--- config.mk ---
export PLATFORM = sky130hd
export DESIGN_NAME = anita3_event_readout
export DESIGN_NICKNAME = d
export VERILOG_FILES = /design/src/rtl/anita3_readout_pkg.sv /design/src/rtl/anita3_readout_skid.sv /design/src/rtl/anita3_event_readout.sv
export SDC_FILE = /design/constraint.sdc
export NUM_CORES = 1
export LEC_CHECK = 0
export CORE_MARGIN = 5
export CORE_UTILIZATION = 50
export CTS_BUF_LIST = sky130_fd_sc_hd__clkbuf_4
export DETAILED_ROUTE_END_ITERATION = 12
export PLACE_DENSITY = 0.84
export SYNTH_ARGS = -nofsm -noshare
export SYNTH_HDL_FRONTEND = slang
export SYNTH_SLANG_ARGS = --single-unit
--- constraint.sdc ---
create_clock -name clk33_i -period 4.5 [get_ports clk33_i]
set_clock_uncertainty 0.1 [all_clocks]
set_input_delay 0.45 -clock clk33_i [delete_from_list [all_inputs] [get_ports clk33_i]]
set_output_delay 0.45 -clock clk33_i [all_outputs]
set_load 0.05 [all_outputs]
--- src/rtl/anita3_readout_pkg.sv ---
// Shared types and defaults for the ANITA3 event readout controller.
package anita3_readout_pkg;

  typedef enum logic [2:0] {
    ST_IDLE   = 3'd0,
    ST_READ   = 3'd1,
    ST_DRAIN  = 3'd2,
    ST_CLR1   = 3'd3,
    ST_GAP    = 3'd4,
    ST_CLR2   = 3'd5,
    ST_SETTLE = 3'd6
  } state_e;

  localparam logic [7:0] HDR_TAG       = 8'hA3;
  localparam int         NWORDS_DEF    = 64;
  localparam int         CLEAR_GAP_DEF = 2;
  localparam int         SETTLE_DEF    = 3;

endpackage

--- src/rtl/anita3_readout_skid.sv ---
// Two-entry 33-bit (last + data) FIFO that owns the outbound stream registers.
// Stream handshake: a beat transfers on a clock edge where m_valid_o and m_ready_i
// are both high; while m_valid_o is high and m_ready_i low, data/last stay frozen.
module anita3_readout_skid (
  input  logic        clk_i,
  input  logic        rst_n_i,
  input  logic        push_i,
  input  logic [31:0] push_dat_i,
  input  logic        push_last_i,
  input  logic        m_ready_i,
  output logic [31:0] m_dat_o,
  output logic        m_last_o,
  output logic        m_valid_o,
  output logic        full_o,
  output logic        afull_o
);

  logic [32:0] head_q, tail_q;
  logic [1:0]  cnt_q;
  logic        pop;

  assign pop       = (cnt_q != 2'd0) && m_ready_i;
  assign m_valid_o = (cnt_q != 2'd0);
  assign m_last_o  = head_q[32];
  assign m_dat_o   = head_q[31:0];
  assign full_o    = (cnt_q == 2'd2);
  assign afull_o   = (cnt_q != 2'd0);

  // The head register is the output, so it only changes on pop or when empty.
  always_ff @(posedge clk_i or negedge rst_n_i) begin
    if (!rst_n_i) begin
      head_q <= '0;
      tail_q <= '0;
      cnt_q  <= 2'd0;
    end else begin
      case (cnt_q)
        2'd0: begin
          if (push_i) begin
            head_q <= {push_last_i, push_dat_i};
            cnt_q  <= 2'd1;
          end
        end
        2'd1: begin
          if (push_i && pop) begin
            head_q <= {push_last_i, push_dat_i};
          end else if (pop) begin
            cnt_q  <= 2'd0;
          end else if (push_i) begin
            tail_q <= {push_last_i, push_dat_i};
            cnt_q  <= 2'd2;
          end
        end
        2'd2: begin
          if (pop) begin
            head_q <= tail_q;
            if (push_i) tail_q <= {push_last_i, push_dat_i};
            else        cnt_q  <= 2'd1;
          end
        end
        default: cnt_q <= 2'd0;
      endcase
    end
  end

endmodule

--- src/rtl/anita3_event_readout.sv ---
// Read-side controller: streams one buffered event (header + NWORDS words) and
// retires the buffer with a two-pulse clear followed by a settle window.
module anita3_event_readout
  import anita3_readout_pkg::*;
#(
  parameter int NWORDS    = NWORDS_DEF,
  parameter int CLEAR_GAP = CLEAR_GAP_DEF,
  parameter int SETTLE    = SETTLE_DEF
) (
  input  logic                      clk33_i,
  input  logic                      rst_n_i,
  input  logic                      buf_ready_i,
  input  logic                      read_buffer_i,
  output logic [$clog2(NWORDS)-1:0] event_rd_addr_o,
  input  logic [31:0]               event_rd_dat_i,
  output logic                      clear_evt_o,
  output logic [31:0]               m_dat_o,
  output logic                      m_valid_o,
  input  logic                      m_ready_i,
  output logic                      m_last_o,
  output logic                      busy_o,
  output logic [15:0]               evt_count_o,
  output logic [2:0]                dbg_state_o
);

  localparam int AW = $clog2(NWORDS);

  state_e         state_q;
  logic [AW-1:0]  addr_q;
  logic           pend_q, pend_last_q;
  logic [7:0]     tmr_q;
  logic           clr_q, busy_q;
  logic [15:0]    evt_cnt_q;

  logic           start, pop, push, push_last, can_issue, issue;
  logic [31:0]    push_dat;
  logic           skid_full, skid_afull;

  assign start     = (state_q == ST_IDLE) && buf_ready_i;
  assign pop       = m_valid_o && m_ready_i;
  assign push      = start || pend_q;
  assign push_dat  = start ? {HDR_TAG, 7'b0, read_buffer_i, evt_cnt_q} : event_rd_dat_i;
  assign push_last = start ? 1'b0 : pend_last_q;

  // An address may be committed only if the skid is guaranteed a free slot when
  // its data lands next cycle, assuming no pop on that cycle.
  assign can_issue = skid_full  ? (pop && !push) :
                     skid_afull ? (pop || !push) : 1'b1;
  assign issue     = start || ((state_q == ST_READ) && can_issue);

  // Address 0 is already presented in IDLE, so the start edge commits word 0.
  always_ff @(posedge clk33_i or negedge rst_n_i) begin
    if (!rst_n_i) begin
      state_q     <= ST_IDLE;
      addr_q      <= '0;
      pend_q      <= 1'b0;
      pend_last_q <= 1'b0;
      tmr_q       <= '0;
      clr_q       <= 1'b0;
      busy_q      <= 1'b0;
      evt_cnt_q   <= '0;
    end else begin
      clr_q       <= 1'b0;
      pend_q      <= issue;
      pend_last_q <= issue && (addr_q == AW'(NWORDS - 1));
      case (state_q)
        ST_IDLE: begin
          if (start) begin
            addr_q  <= addr_q + AW'(1);
            busy_q  <= 1'b1;
            state_q <= ST_READ;
          end
        end
        ST_READ: begin
          if (can_issue) begin
            if (addr_q == AW'(NWORDS - 1)) begin
              addr_q  <= '0;
              state_q <= ST_DRAIN;
            end else begin
              addr_q  <= addr_q + AW'(1);
            end
          end
        end
        ST_DRAIN: begin
          if (pop && m_last_o) begin
            clr_q   <= 1'b1;
            state_q <= ST_CLR1;
          end
        end
        ST_CLR1: begin
          tmr_q   <= '0;
          state_q <= ST_GAP;
        end
        ST_GAP: begin
          if (tmr_q == 8'(CLEAR_GAP - 1)) begin
            clr_q   <= 1'b1;
            state_q <= ST_CLR2;
          end else begin
            tmr_q   <= tmr_q + 8'd1;
          end
        end
        ST_CLR2: begin
          evt_cnt_q <= evt_cnt_q + 16'd1;
          tmr_q     <= '0;
          state_q   <= ST_SETTLE;
        end
        ST_SETTLE: begin
          if (tmr_q == 8'(SETTLE - 1)) begin
            busy_q  <= 1'b0;
            state_q <= ST_IDLE;
          end else begin
            tmr_q   <= tmr_q + 8'd1;
          end
        end
        default: state_q <= ST_IDLE;
      endcase
    end
  end

  anita3_readout_skid u_skid (
    .clk_i       (clk33_i),
    .rst_n_i     (rst_n_i),
    .push_i      (push),
    .push_dat_i  (push_dat),
    .push_last_i (push_last),
    .m_ready_i   (m_ready_i),
    .m_dat_o     (m_dat_o),
    .m_last_o    (m_last_o),
    .m_valid_o   (m_valid_o),
    .full_o      (skid_full),
    .afull_o     (skid_afull)
  );

  assign event_rd_addr_o = addr_q;
  assign clear_evt_o     = clr_q;
  assign busy_o          = busy_q;
  assign evt_count_o     = evt_cnt_q;
  assign dbg_state_o     = state_q;

endmodule

# ---- Word level (Yosys, flattened, before mapping)
# Index checks and enable logic that the tools add are counted.
dict set report op_classes {
  n_addsub 3
  div_mod_pow 0
  order_cmp 0
  shifts 0
  multipliers 0
  eq_ne 26
  bitwise_logic 0
  n_mux 40
  n_reduce_logical 27
}
# operator n
set op_table {}
lappend op_table {{$mux W33} 7}
lappend op_table {{$pmux W33 S3} 1}
lappend op_table {{$pmux W33 S2} 1}
lappend op_table {{$mux W32} 1}
lappend op_table {{$ne A2 B2 Y1 const B} 12}
lappend op_table {{$pmux W8 S3} 1}
lappend op_table {{$pmux W3 S7} 1}
lappend op_table {{$mux W3} 6}
lappend op_table {{$mux W6} 3}
lappend op_table {{$add A16 B1 Y16 const B} 1}
lappend op_table {{$mux W8} 2}
lappend op_table {{$mux W2} 6}
lappend op_table {{$pmux W6 S2} 1}
lappend op_table {{$eq A3 B3 Y1 const B} 3}
lappend op_table {{$reduce_and A3 Y1} 3}
lappend op_table {{$add A8 B1 Y8 const B} 1}
lappend op_table {{$eq A8 B1 Y1 const B} 1}
lappend op_table {{$eq A8 B2 Y1 const B} 1}
lappend op_table {{$reduce_and A4 Y1} 2}
lappend op_table {{$reduce_bool A2 Y1} 4}
lappend op_table {{$logic_and A1 B1 Y1} 7}
lappend op_table {{$mux W1} 7}
lappend op_table {{$add A6 B1 Y6 const B} 1}
lappend op_table {{$eq A3 B2 Y1 const B} 2}
lappend op_table {{other kinds (16)} 21}
dict set report totals {
  reg_bits 105
  mem_bits_rw 0
  rom_bits 0
  latchBits 0
  wordCells 107
  mem_count 0
}

# ---- Logic depth before layout (Yosys ltp)
dict set report depth {
  depth_word 10
  depth_mapped 7
}

# ---- Cells and area by module
# A second synthesis with hierarchy kept.
dict set report unflattened {
  hier_cells 410
  hier_area_um2 5243.8
}
# module cells_per_inst instances area_each_um2
set modules_own_cells {}
lappend modules_own_cells {anita3_readout_skid 192 1 3100.5}
lappend modules_own_cells {anita3_event_readout 218 1 2143.3}

# ---- Least setup slack after synthesis
# OpenSTA, ideal clock, no wires.
dict set report synth_path {
  kind {reg2reg}
  start {register state_q[0], in the netlist dbg_state_o[0]}
  end {register u_skid.head_q[10]}
  slack_ns 2.342
  path_stages_with_launch 7
  path_buffers 2
  arrival_ns 1.933
  required_ns 4.275
  setup_ns 0.125
  path_cell_list {dfrtp_1 > nor4b_2 > buf_4 > o221ai_2 > o21ai_4 > buf_12 > mux2_4}
}
dict set report synth_between {
  elab_chain_len 6
  word_cells_on_any_way 11
  cone_classes {eq/ne: 2; mux: 4; reduce/logical: 5}
}
# item line
set synth_rtl {}
lappend synth_rtl {{start: declaration} anita3_event_readout.sv:28} ;# state_e state_q;
lappend synth_rtl {{start signal: assignment} anita3_event_readout.sv:54} ;# state_q <= ST_IDLE;
lappend synth_rtl {{start signal: assignment} anita3_event_readout.sv:71} ;# state_q <= ST_READ;
lappend synth_rtl {{start signal: assignment} anita3_event_readout.sv:78} ;# state_q <= ST_DRAIN;
lappend synth_rtl {{$logic_not A3 Y1 *} anita3_event_readout.sv:39} ;# assign start = (state_q == ST_IDLE) && buf_ready_i;
lappend synth_rtl {{$logic_and A1 B1 Y1 *} anita3_event_readout.sv:39}
lappend synth_rtl {{$logic_or A1 B1 Y1} anita3_event_readout.sv:41} ;# assign push = start || pend_q;
lappend synth_rtl {{$logic_and A1 B1 Y1} anita3_readout_skid.sv:44} ;# if (push_i && pop) begin
lappend synth_rtl {{$ne A2 B1 Y1 (no source line)} n/a}
lappend synth_rtl {{$reduce_and A4 Y1 (no source line)} n/a}
lappend synth_rtl {{end signal: assignment} anita3_readout_skid.sv:39} ;# head_q <= {push_last_i, push_dat_i};
lappend synth_rtl {{end signal: assignment} anita3_readout_skid.sv:45} ;# head_q <= {push_last_i, push_dat_i};
lappend synth_rtl {{end signal: assignment} anita3_readout_skid.sv:55} ;# head_q <= tail_q;
lappend synth_rtl {{end: declaration} anita3_readout_skid.sv:18} ;# logic [32:0] head_q, tail_q;
# Every way passes the cells marked *; elsewhere a longest branch is shown, timed or not. The select of a mux whose other input is x is not followed.
# A chain may end at the register's enable or synchronous reset.

# ---- Final worst setup path
dict set report layout_path {
  start {register state_q[1], in the netlist dbg_state_o[1]}
  end {output port dbg_state_o[1]}
}
# item line
set layout_lines {}
lappend layout_lines {{end: declaration} anita3_event_readout.sv:23} ;# output logic [2:0] dbg_state_o
# No word-level cell between the ends.

==> reports/results.ini <==
[logic_synthesis]
synth_area_leaders=dfrtp_1 (50%), mux2_4 (8.6%), nand2_1 (5.4%)
ys_warn_count=0
async_reset_ff_frac=1.00
yosysMostFrequentCell=dfrtp_1
synth_top_flop_cell=dfrtp_1
synth_common_cells=dfrtp_1 (105), nand2_1 (76), o21ai_0 (52)
synth_edf_count=0
syn_area_mm2=0.00525
ys_types=52
netlist_instances=494
ys_seq_area_frac=0.501
ys_ff_latch=105
syn_area_per_cell_um2=10.6
synth_area_leader_cell=dfrtp_1
synth_top_cell_area_share=0.501
synth_fp_nets=536

[critical_path]
cp_num_buf_inv=1
endpoint_kind=primary output
cp_cell_sequence=clkdlybuf4s50_1
critPathMaxFanout=16
critPathKind=reg -> out
arrival_ns=2.13
cpMaxStageDelayCell=clkdlybuf4s50_1
path_delay_family=buffers and inverters
max_stage_delay_ns=0.92
cp.required_ns=3.95
start_kind=register

[route]
drc=0
drtAntennaViolNets=0
dr_total_vias=4079
routed_wl_um=11900
first_pass_iters=5
via_per_inst=5.65
drt_iter0_markers=214
wl_per_cell_um=16.4

[global_routing]
antenna_found_initial=0
overflow=0
use_met1=0.248
grt_max_degree=69
grt_pass1_wl_um=20000
grt-busiest-layer=met2
gr-usage-met2=0.325
use_met3=0.0372
grt_pass1_vias=4125
grt_usage=0.191

[timing]
period_share=0.596
drv_slew=0
setup_slack_ns=1.82
min_period_ns=2.68
grt_setup_unrepaired=false
fmax_mhz=373
setup_tns_ns=0
max_slew_margin=0.444
worst_pin_slew_ns=0.834
hold_viol=0
finalSetupViolCount=0

[die]
rows=37
core_mm2=0.0103
ios=98
initial_core_util=0.510
die_area_mm2=0.0126
die_w_um=112
die_h_um=112

[cts]
cts-root-buf=clkbuf_4
cts_buffer_depth=2
cts_tree=yes
h-tree-depth=3
cts.reportedPaths.clkPinSlew_ns=0.18
cts_made_buffers=9
insertion_delay_ns=0.46
cts.sink_count=105

[power]
p_total_mw=4.84
p_per_area_mw_per_mm2=753
p_leak_nw=2.84
vdd_drop_max_mv=0.542

[placed_design]
place_ws_ns=1.71
port_buffers=97
dp_hpwl_um=8380
gp_congestion=0.850

[job]
drv_cap=0

[finish]
drive_gt1_frac=0.123
diodes=0
layout.nets=623
nFillCells=829
area_growth_pct=22.5

[worst_hold_path]
min_path_type=reg -> reg

[outcome]
status=complete, no violations

cells by family after synthesis:
kind of cell	after synthesis	synth area share
AOI/OAI and AO/OA	113	0.129
xor gates and xnor gates	18	0.0300
adders and majority gates	5	0.0119
buffers and inverters	36	0.0420
DFF	105	0.501
muxes	56	0.137
and+or+nand+nor	161	0.149
final timing paths:
path	slack [ns]	to	depth (start not counted)	from
setup / recovery	1.82	dbg_state_o[1]	1	dbg_state_o[1]$_DFFE_PN0P_
hold / removal	0.41	u_skid.tail_q[26]$_DFFE_PN0P_	2	u_skid.tail_q[26]$_DFFE_PN0P_
setup reg to reg	2.00	u_skid.head_q[2]$_DFFE_PN0P_	5	dbg_state_o[0]$_DFFE_PN0P_
hold reg to reg	0.41	u_skid.tail_q[26]$_DFFE_PN0P_	2	u_skid.tail_q[26]$_DFFE_PN0P_
max in group asynchronous	2.76	busy_o$_DFFE_PN0P_	3	rst_n_i
min in group asynchronous	0.51	u_skid.head_q[7]$_DFFE_PN0P_	2	rst_n_i
tightest hold or removal path, delay by kind of cell (launching register included):
| kind | cells | cell delay [ns] |
|---|---|---|
| AND/OR/NAND/NOR | 1 | 0.04 |
| flip-flops | 1 | 0.38 |
| AO/OA/AOI/OAI | 1 | 0.06 |
metal layers:
layer / vias to the layer above / part of all wire / wire [um]
li1: 1914 / - / -
met1: 2016 / 0.43 / 5080
met2: 130 / 0.50 / 5990
met3: 19 / 0.050 / 598
met4: 0 / 0.016 / 187
met5: - / 0 / 0
layout make-up:
type | instances | area, um2 | share of cell area
clock buffers | 9 | 67.6 | 0.0105
clock inverters | 7 | 86.3 | 0.0134
inverters | 8 | 30.0 | 0.00467
multi-input cells | 353 | 2420 | 0.377
flip-flops and latches | 105 | 2630 | 0.409
well taps | 136 | 170 | 0.0265
repair buffers | 104 | 1020 | 0.159
what timing repair did:
item	4_1_cts	5_1_grt
endpoints found under the hold margin	52	0
setup buffers	0	0
hold buffers	1	0
setup endpoints to repair	0	0
resized for setup	0	0
placed cells by master, fill, tap and decap left out, types with 7 or more instances in the layout:
master	count
mux2i_1	18
dfrtp_1	105
nand4_1	8
o21ai_0	52
mux2_2	7
buf_4	7
clkdlybuf4s50_1	96
a21oi_1	29
nand3_1	12
nand2_1	76
mux2_4	30
inv_1	8
a31oi_1	9
clkbuf_4	9
nor2_1	30
xnor2_1	13
sequential cells by signal, indices dropped and copies added (netlist names), 2 cells and up:
name and cells:
u_skid.tail_q 33, dbg_state_o 3, event_rd_addr_o 6, evt_count_o 16
tmr_q 8, u_skid.head_q 33, u_skid.cnt_q 2
power by group:
group          total (mW)  internal (mW)  leakage (nW)  switching, mW
logic                2.67           1.11          1.44           1.56
registers            1.67           1.31          1.31          0.355
clock network       0.496          0.137        0.0813          0.360
total                4.84           2.56          2.84           2.28
stage by stage:
step	hold slack (ns)	std cells	utilization	area [um2]
after floorplan	0.0544	494	-	5250
after global placement	0.362	705	0.609	6260
after detailed placement	0.371	705	0.609	6260
after CTS	0.408	722	0.625	6430
after global routing	0.419	722	0.625	6430
final	0.406	722	0.625	6430
No activity file was read; power rests on OpenSTA's default activity.
==> RTL edit 1, RTL diff (same settings) <==
Set the package constant `NWORDS_DEF` to 32 (it was 64).
--- a/src/rtl/anita3_readout_pkg.sv
+++ b/src/rtl/anita3_readout_pkg.sv
@@ -13,5 +13,5 @@
 
   localparam logic [7:0] HDR_TAG       = 8'hA3;
-  localparam int         NWORDS_DEF    = 64;
+  localparam int         NWORDS_DEF    = 32;
   localparam int         CLEAR_GAP_DEF = 2;
   localparam int         SETTLE_DEF    = 3;
Interface: changed (resized event_rd_addr_o); port bits go from 98 to 97. No check against the original RTL was run, so the function may have changed too.
==> RTL edit 1 against the unedited design <==
  * The flow now finishes with violations (negative hold slack)
  * Maximum frequency is 10% lower
  * Routed wire length is 6.1% lower
  * Final area is 6.4% lower
  * Setup slack worse by 310 ps
  * Total power is 6.9% lower
  * Sequential cell count is 1 lower
  * Synthesized area is 7.2% lower
  * Critical endpoint is now u_skid.head_q[28]$_DFFE_PN0P_
  * Via count is 1.9% lower
==> RTL edit 1: results (changes against the unedited design) <==
* Outcome: complete, but fails checks (was complete, no violations)
- The checks that failed: negative hold slack.
- Critical path type: reg2reg (was reg2out)
- Count of multi-input combinational gates: 379 (was 353)
- Worst-case hold slack: -13.0 ps (was 406 ps)
- Master of the slowest instance on the critical path: sky130_fd_sc_hd__nor4b_4 (was sky130_fd_sc_hd__clkdlybuf4s50_1)
- The cell count after placement was 722 (was 705).
- The switching portion of total power came to 0.497 (was 0.471).
- The global-route usage over all layers is 0.198 (was 0.191).
- The slack of the worst reg-to-reg path was 1510 ps (was 2000 ps).
* ClkCell Share: 0.0202 (was 0.0239)
- The total number of clock tree sinks came to 104 (was 105).
- Leak pwr: 2.57 nW (was 2.84 nW)
- The antenna diode count came to 1 (was 0).
- Measured slew at the worst slew-check pin: 1190 ps (was 834 ps)
- Most used standard cells in the synthesized netlist: 104 x sky130_fd_sc_hd__dfrtp_1, 101 x sky130_fd_sc_hd__nand2_1, 66 x sky130_fd_sc_hd__o21ai_0, 48 x sky130_fd_sc_hd__nor2_1, 25 x sky130_fd_sc_hd__a21oi_1 (was 105 x sky130_fd_sc_hd__dfrtp_1, 76 x sky130_fd_sc_hd__nand2_1, 52 x sky130_fd_sc_hd__o21ai_0, 30 x sky130_fd_sc_hd__mux2_4, 30 x sky130_fd_sc_hd__nor2_1)
- The reg-to-reg endpoint is u_skid.head_q[28]$_DFFE_PN0P_ (was u_skid.head_q[2]$_DFFE_PN0P_).
- Global placement routability congestion: 0.797 (was 0.850)
* Port bufs: 96 (was 97)
- Final hold violation count: 6 (was 0)
- The total area of multi-input combinational cells is 0.00211 mm2 (was 0.00242 mm2).
- The total nets after synthesis came to 564 (was 536).
- Sequential share of power: 0.360 (was 0.345)
- Sequential element share of the synthesized area: 0.535 (was 0.501)
* Peak supply drop: 403 uV (was 542 uV)
* Max incr delay on CP: 970 ps (was 920 ps)
RTL edit 1: changes by cell type in the layout (fill, tap and decap cells not counted), moves of 5 or more:
cell / delta
sky130_fd_sc_hd__mux2_2: -5
sky130_fd_sc_hd__mux2_4: -30
sky130_fd_sc_hd__nand2_1: +25
sky130_fd_sc_hd__nand3_1: +12
sky130_fd_sc_hd__nor2_1: +18
sky130_fd_sc_hd__o21ai_0: +13
sky130_fd_sc_hd__o31ai_1: +5
RTL edit 1: cells by family (layout without fill, tap and decap cells):
family | count (synthesis) | in the layout | share of synthesized area
xor gates and xnor gates | 15 | 15 | 0.0270
AOI/OAI and AO/OA | 127 | 127 | 0.150
DFF | 104 | 104 | 0.535
and+or+nand+nor | 210 | 210 | 0.194
buffers and inverters | 38 | 122 | 0.0355
adders and majority gates | 6 | 6 | 0.0154
other | 0 | 1 | 0
muxes | 21 | 21 | 0.0437
RTL edit 1: routing by layer:
metal  track usage  part of all wire
met1         0.263              0.44
met2         0.323              0.49
met3        0.0343             0.051
met4        0.0803             0.022
met5             0                 0
RTL edit 1: worst max-delay path: cells and delay by family (launching register included):
family / cells / cell delay (ps)
AOI/OAI and AO/OA: 2 / 400
and+or+nand+nor: 3 / 1260
DFF: 1 / 600
buffers and inverters: 1 / 540
RTL edit 1: metrics by stage:
step	cell area [um2]	hold slack, ps	power [W]	setup slack, ps
6_report	6010	-13.0	0.00451	1510
5_1_grt	6010	68.6	0.00484	1270
4_1_cts	6010	20.4	0.00453	1530
2_1_floorplan	4870	54.4	0.00337	2300
3_3_place_gp	5890	356	0.00399	1440
3_5_place_dp	5890	365	0.00410	1270
==> RTL edit 2, RTL diff (config.mk and constraints unchanged) <==
Without the edit above. Register the output `dbg_state_o` once more, with the module's reset; this adds one clock of latency there. The other outputs are not delayed to match.
--- a/src/rtl/anita3_event_readout.sv
+++ b/src/rtl/anita3_event_readout.sv
@@ -136,5 +136,11 @@
   assign busy_o          = busy_q;
   assign evt_count_o     = evt_cnt_q;
-  assign dbg_state_o     = state_q;
+  always_ff @(posedge clk33_i or negedge rst_n_i) begin
+    if (!rst_n_i) begin
+      dbg_state_o <= '0;
+    end else begin
+      dbg_state_o <= state_q;
+    end
+  end
 
 endmodule
Formal check against the unedited RTL: not equivalent (Yosys sat finds a counterexample within 4 cycles, from zero or initial values and one cycle with rst_n_i low).
==> RTL edit 2 against the unedited design <==
  * Final area fell by 3.6%
  * Routed wire length fell by 4.7%
  * Die area is 4.2% lower
  * Non-clock buffer count shrank 3
  * Setup slack lost 100 ps
  * Synthesized area decreased by 4.6%
  * Sequential cell count grew 3
  * Total power is 3.4% lower
  * Critical path type is now reg2reg
  * Highest routed layer unchanged
==> RTL edit 2: results (changes against the unedited design) <==
* Outcome: complete, no violations (unchanged)
- Power Dens Cells: 755 mW/mm2 (was 753 mW/mm2)
- Launching point of the worst reg2reg path: state_q[0]$_DFFE_PN0P_ (was dbg_state_o[0]$_DFFE_PN0P_)
- The origin of the worst min-delay path is u_skid.tail_q[15]$_DFFE_PN0P_ (was u_skid.tail_q[26]$_DFFE_PN0P_).
* Endpoint of the worst setup timing path: u_skid.head_q[17]$_DFFE_PN0P_ (was dbg_state_o[1])
* Register share of the cell area: 0.436 (was 0.409)
- Post-Synth XOR/XNOR Area: 0.0315 (was 0.0301)
- The number of cells in the finished layout apart from fillers was 748 (was 722).
- The least setup slack across all paths after layout came to 1720 ps (was 1820 ps).
- The critical path arrival is 3080 ps (was 2130 ps).
- The non-clock buffer area fraction after layout was 0.164 (was 0.159).
* Maximum number of pins on one net before global-route repair: 67 (was 69)
- Post-synthesis compound-gate area fraction: 0.148 (was 0.129)
* Via count of the first global-routing pass: 3930 (was 4125)
- Worst path top cell family by delay: simple AND/OR/NAND/NOR gates (was buffers and inverters)
* Library cells used by synthesis: 50 (was 52)
- The terminating pin of the worst hold path is u_skid.tail_q[15]$_DFFE_PN0P_ (was u_skid.tail_q[26]$_DFFE_PN0P_).
- The clock tree cell share of total cell area was 0.0263 (was 0.0239).
* Global placement routability congestion: 0.832 (was 0.850)
- Cell total after placement: 731 (was 705)
- Top post-synthesis cells by area: sky130_fd_sc_hd__dfrtp_1 54%, sky130_fd_sc_hd__nand2_1 7.2%, sky130_fd_sc_hd__o21ai_0 6.9% (was sky130_fd_sc_hd__dfrtp_1 50%, sky130_fd_sc_hd__mux2_4 8.6%, sky130_fd_sc_hd__nand2_1 5.4%).
* Sequential element share of the synthesized area: 0.540 (was 0.501)
- Share of cell area taken by muxes after synthesis: 0.0405 (was 0.137)
* Measured slew at the worst slew-check pin: 955 ps (was 834 ps)
* Count of vias placed by the detailed router: 4049 (was 4079)
- Max incr delay on CP: 690 ps (was 920 ps)
- The post-synthesis sequential element count is 108 (was 105).
- Number of standard cells after synthesis: 534 (was 494)
- Adder-Cell Fraction of Synth Area: 0.0125 (was 0.0119)
- The total cell area at the placement stage came to 0.00602 mm2 (was 0.00626 mm2).
- The total area of multi-input combinational cells is 0.00213 mm2 (was 0.00242 mm2).
- The count of filler cells inserted in the layout came to 807 (was 829).
* Final net count: 652 (was 623)
- The share of final-layout standard cells stronger than drive strength 1 came to 0.0472 (was 0.123).
- The leakage power came to 2.66 nW (was 2.84 nW).
* Wire length of the first global-routing pass: 19.0 mm (was 20.0 mm)
* Count of multi-input combinational gates: 384 (was 353)
- The worst-case reg-to-reg path depth came to 6 (was 5).
- The global-route usage over all layers came to 0.197 (was 0.191).
- Pre-CTS WS: 1420 ps (was 1710 ps)
- Critical path type: reg2reg (was reg2out)
* Count of plain and timing-repair buffers: 101 (was 104)
* Peak supply drop: 478 uV (was 542 uV)
## RTL edit 2: worst reg2reg max path, cell delays in order (launching register included)
cell and delay, ps:
sky130_fd_sc_hd__dfrtp_1 610, sky130_fd_sc_hd__nor4b_4 660, sky130_fd_sc_hd__nor2_2 170, sky130_fd_sc_hd__o311ai_4 690
sky130_fd_sc_hd__buf_12 300, sky130_fd_sc_hd__nor2_1 70, sky130_fd_sc_hd__a31oi_1 140
## RTL edit 2: metal layers
metal | wire length (um) | GRT usage | vias up | part of all wire
li1 | - | - | 1992 | -
met2 | 5480 | 0.315 | 104 | 0.48
met5 | 0 | 0 | - | 0
met1 | 5120 | 0.276 | 1939 | 0.45
met3 | 577 | 0.0390 | 14 | 0.051
met4 | 130 | 0.0525 | 0 | 0.012
## RTL edit 2: where the power goes
group / leakage [nW] / switching [W] / internal, W / total (W)
logic: 1.24 / 0.00161 / 0.000841 / 0.00245
clock network: 0.0873 / 0.000352 / 0.000186 / 0.000538
registers: 1.33 / 0.000327 / 0.00136 / 0.00169
